$ cat config.mk
export PLATFORM = sky130hd
export DESIGN_NAME = sync_fifo_param
export DESIGN_NICKNAME = d
export VERILOG_FILES = /design/src/rtl/sync_fifo_param.sv
export SDC_FILE = /design/constraint.sdc
export NUM_CORES = 1
export LEC_CHECK = 0
export CORE_MARGIN = 10
export CORE_UTILIZATION = 30
export CTS_BUF_LIST = sky130_fd_sc_hd__clkbuf_4 sky130_fd_sc_hd__clkbuf_8 sky130_fd_sc_hd__clkbuf_16
export CTS_CLUSTER_DIAMETER = 100
export DETAILED_ROUTE_END_ITERATION = 8
export PLACE_DENSITY_LB_ADDON = 0.3
export SETUP_SLACK_MARGIN = 0.05
export SYNTH_ARGS = -nofsm -noshare
export SYNTH_HDL_FRONTEND = slang
export SYNTH_SLANG_ARGS = --single-unit
$ cat constraint.sdc
create_clock -name clk -period 4.4 [get_ports clk]
set_clock_uncertainty 0.05 [all_clocks]
set_input_delay 1.32 -clock clk [delete_from_list [all_inputs] [get_ports clk]]
set_output_delay 1.32 -clock clk [all_outputs]
set_load 0.01 [all_outputs]
$ cat src/rtl/sync_fifo_param.sv
// Synchronous FIFO with arbitrary depth, programmable almost-full/almost-empty
// thresholds, and either registered-read or first-word-fall-through output.
module sync_fifo_param #(
    parameter int DATA_WIDTH = 16,
    parameter int DEPTH      = 8,
    parameter int AF_TH      = DEPTH - 2,
    parameter int AE_TH      = 2,
    parameter int FWFT       = 0
) (
    input  logic                       clk,
    input  logic                       rst_n,
    input  logic                       flush,
    input  logic                       wr_en,
    input  logic [DATA_WIDTH-1:0]      data_in,
    input  logic                       rd_en,
    output logic [DATA_WIDTH-1:0]      data_out,
    output logic                       wr_ack,
    output logic                       overflow,
    output logic                       underflow,
    output logic                       full,
    output logic                       empty,
    output logic                       almostfull,
    output logic                       almostempty,
    output logic [$clog2(DEPTH+1)-1:0] count
);

    localparam int PW = $clog2(DEPTH);
    localparam int CW = $clog2(DEPTH + 1);

    logic [PW-1:0]         wr_ptr_q, wr_ptr_d;
    logic [PW-1:0]         rd_ptr_q, rd_ptr_d;
    logic [CW-1:0]         count_q, count_d;
    logic                  wr_ack_q, wr_ack_d;
    logic                  overflow_q, overflow_d;
    logic                  underflow_q, underflow_d;
    logic [DATA_WIDTH-1:0] mem_q [DEPTH];
    logic                  wr_accept, rd_accept;

    // Explicit wrap at DEPTH-1 so non-power-of-two depths work.
    function automatic logic [PW-1:0] next_ptr(input logic [PW-1:0] p);
        return (p == PW'(DEPTH - 1)) ? '0 : p + PW'(1);
    endfunction

    always_comb begin
        full        = (count_q == CW'(DEPTH));
        empty       = (count_q == '0);
        almostfull  = (count_q >= CW'(AF_TH));
        almostempty = (count_q <= CW'(AE_TH));

        wr_accept   = wr_en & ~full & ~flush;
        rd_accept   = rd_en & ~empty & ~flush;

        wr_ptr_d    = wr_ptr_q;
        rd_ptr_d    = rd_ptr_q;
        count_d     = count_q;
        wr_ack_d    = wr_accept;
        overflow_d  = wr_en & full & ~flush;
        underflow_d = rd_en & empty & ~flush;

        if (flush) begin
            wr_ptr_d = '0;
            rd_ptr_d = '0;
            count_d  = '0;
        end else begin
            if (wr_accept) wr_ptr_d = next_ptr(wr_ptr_q);
            if (rd_accept) rd_ptr_d = next_ptr(rd_ptr_q);
            case ({wr_accept, rd_accept})
                2'b10:   count_d = count_q + CW'(1);
                2'b01:   count_d = count_q - CW'(1);
                default: count_d = count_q;
            endcase
        end
    end

    always_ff @(posedge clk) begin
        if (!rst_n) begin
            wr_ptr_q    <= '0;
            rd_ptr_q    <= '0;
            count_q     <= '0;
            wr_ack_q    <= 1'b0;
            overflow_q  <= 1'b0;
            underflow_q <= 1'b0;
        end else begin
            wr_ptr_q    <= wr_ptr_d;
            rd_ptr_q    <= rd_ptr_d;
            count_q     <= count_d;
            wr_ack_q    <= wr_ack_d;
            overflow_q  <= overflow_d;
            underflow_q <= underflow_d;
        end
    end

    // Storage is never cleared; pointers and count alone define validity.
    always_ff @(posedge clk) begin
        if (rst_n && wr_accept) mem_q[wr_ptr_q] <= data_in;
    end

    generate
        if (FWFT != 0) begin : g_fwft
            assign data_out = empty ? '0 : mem_q[rd_ptr_q];
        end else begin : g_reg
            logic [DATA_WIDTH-1:0] data_out_q, data_out_d;

            always_comb begin
                data_out_d = data_out_q;
                if (rd_accept) data_out_d = mem_q[rd_ptr_q];
            end

            always_ff @(posedge clk) begin
                if (!rst_n) data_out_q <= '0;
                else        data_out_q <= data_out_d;
            end

            assign data_out = data_out_q;
        end
    endgenerate

    assign count     = count_q;
    assign wr_ack    = wr_ack_q;
    assign overflow  = overflow_q;
    assign underflow = underflow_q;

endmodule

==> results.json <==
{
  "crit_start": "count[3]",
  "drc": 0,
  "worstSetupEndpointType": "output pin",
  "power_switching_uw": 654.7,
  "synth.net_count": 362,
  "critical_path.top_delay_family": "buffers and inverters",
  "wirelength_um": 12790,
  "p_int_uw": 2636,
  "io_pins": 48,
  "cp.required_ns": 3.03,
  "fin_crit_sh": 0.8263,
  "avgSynthCellArea_um2": 17.98,
  "cts_root_buf": "clkbuf_16",
  "power_density_nw_per_um2": 441.6,
  "dieArea_um2": 26010,
  "grt-ovfl-total": 0,
  "synth_area_um2": 5987,
  "cts.sinks": 157,
  "tns_ns": 0,
  "netlist_instances": 333,
  "place.gp.congestion": 0.7168,
  "power_frac_comb": 0.027,
  "cts_setup_buffers": 0,
  "cts.repair.resized": 0,
  "power_leakage_uw": 0.002417,
  "io_buffers": 47,
  "drt_pass1_iterations": 4,
  "yosys_warnings": 0,
  "clock.fmax_mhz": 275.0,
  "clock_path_buffers": 2,
  "die_x_um": 161.3,
  "r2r-end": "count[3]",
  "ir_drop_mv": 0.2640,
  "ys.flop_type": "edfxtp_1",
  "wl_per_cell_um": 19.03,
  "cp.depth": 3,
  "rows": 51,
  "dp_hpwl_um": 7684,
  "crit_path_max_fanout": 9,
  "hp-class": "flip-flop to flip-flop",
  "worstPathArrival_ns": 2.27,
  "synthDistinctLibCells": 36,
  "h-tree-depth": 4,
  "clk_pin_slew_ns": 0.06,
  "min_period_ns": 3.636,
  "grt_pass1_vias": 3377,
  "drv_slew": 0,
  "diodes": 0,
  "synth-seq-cells": 157,
  "slowest_stage": "or4b_1",
  "synth_edf_count": 128,
  "rsz0062_at_grt": "no",
  "swShare": 0.1990,
  "stdcell_count": 672,
  "drive_gt1_frac": 0.2088,
  "die_y_um": 161.3,
  "via_per_inst": 4.682,
  "p_seq_frac": 0.493,
  "cts_tree": "yes",
  "clock_power_share": 0.479,
  "final_cell_mix": "edfxtp_1, clkdlybuf4s50_1, mux4_2",
  "grt_pass1_wl_um": 19940,
  "endpoint": "full",
  "maxCapViolCount": 0,
  "cpPeakStageDelay_ns": 0.63,
  "async_reset_ff_frac": 0,
  "final_common_cell": "edfxtp_1",
  "drt-initial-drc-count": 149,
  "r2r_cells": 8,
  "rrSetupSlack_ns": 1.82,
  "grt_max_degree": 33,
  "ant_nets": 0,
  "start_kind": "flip-flop",
  "track_usage": 0.1015,
  "min_path_cells": 2,
  "crit_type": "flip-flop to output pin",
  "antenna_found_initial": 0,
  "status": "completed",
  "setup_viol": 0,
  "dpl.cell_count": 640,
  "r2r_start": "count[3]",
  "core_um2": 19530,
  "hold_viol": 0,
  "fin_nets": 423,
  "crit_chain": "or4b_1 > inv_2 > clkdlybuf4s50_1",
  "start_util": 0.3066,
  "cts_buffers": 17,
  "tightestPinTransition_ns": 0.8531,
  "num_vias": 3146,
  "clk_latency_ns": 0.42,
  "holdBufCountCts": 0,
  "ys_seq_area_frac": 0.7390,
  "total_power_uw": 3290,
  "slew_headroom": 0.4313,
  "crit_buf_inv": 2,
  "syn_to_final_growth_pct": 24.45
}
[metrics by stage]
stage	util	setup slack (ns)	instance area (um^2)	hold WS, ns
6_report	0.3816	0.7643	7451	0.4665
5_1_grt	0.3816	0.6499	7451	0.4999
4_1_cts	0.3816	0.7226	7451	0.4690
3_5_place_dp	0.3486	0.9774	6808	0.4470
3_3_place_gp	0.3486	1.027	6808	0.4394
2_1_floorplan	-	0.9744	5987	0.4198
[metal layers]
layer / routed length [um] / global-route usage / up-vias / share of wire
met5: 0 / 0 / - / 0
met4: 83 / 0.03019 / 0 / 0.0065
met3: 630 / 0.03838 / 7 / 0.049
met2: 6106 / 0.1588 / 66 / 0.48
met1: 5967 / 0.1281 / 1625 / 0.47
li1: - / - / 1448 / -
[state kept, by name, summed over array words and instances, names as in the netlist]
signal	flops
mem_q	128
overflow	1
rd_ptr_q	3
wr_ack	1
underflow	1
count	4
data_out	16
wr_ptr_q	3
[tightest hold or removal path: stages, from the launching register on]
cell and delay [ns]:
dfxtp_1 0.32, o21ai_0 0.08, nor2_1 0.07
[power by group through the flow]
| stage | sequential, uW | combinational (uW) | clock (uW) |
|---|---|---|---|
| final | 1620 | 90.0 | 1580 |
| after global routing | 1620 | 99.4 | 1670 |
| after CTS | 1620 | 92.2 | 1620 |
| after detailed placement | 1660 | 91.7 | 0 |
| after global placement | 1650 | 89.7 | 0 |
| after floorplan | 1650 | 36.3 | 0 |
[cell usage after synthesis (3+ instances only)]
master      n  area [um^2]
edfxtp_1  128         3844
nor2_1     31        116.4
clkbuf_1    7        26.28
mux4_2     32        720.7
ha_1        7        87.58
nand2_1     8        30.03
o21ai_0    15        75.07
a21oi_1     8        40.04
nand2b_1    3        18.77
inv_1       4        15.01
nand3_1     4        20.02
dfxtp_1    29        580.6
o22ai_1    17        106.4
nor3_1      3        15.01
buf_2       9        45.04
[layout make-up]
type	count	area (um^2)
flip-flops and latches	157	4425
inverters	5	18.77
repair buffers	61	575.6
multi-input cells	152	1456
clock buffers	18	439.2
fillers	1827	12080
well taps	265	331.6
clock inverters	14	203.9
[cells by family (layout without fill, tap and decap cells)]
logic type / after synthesis / count (layout) / share of synthesized area
xor+xnor: 2 / 2 / 0.002926
fa+ha+maj: 8 / 8 / 0.01797
compound gates: 48 / 48 / 0.05016
mux: 32 / 32 / 0.1204
buf+inv: 24 / 98 / 0.01943
simple gates: 62 / 62 / 0.05016
flops: 157 / 157 / 0.7390
[how the worst min path moves through the flow]
stage,from,end,slack (ns)
5_1_grt,data_out[6],data_out[6],0.50
3_3_place_gp,rd_ptr_q[2],rd_ptr_q[2],0.44
4_1_cts,rd_ptr_q[2],rd_ptr_q[2],0.47
2_1_floorplan,wr_ptr_q[0],wr_ptr_q[0],0.42
6_report,data_out[6],data_out[6],0.47
3_5_place_dp,data_out[7],data_out[7],0.45
No activity file was read; power rests on OpenSTA's default activity.
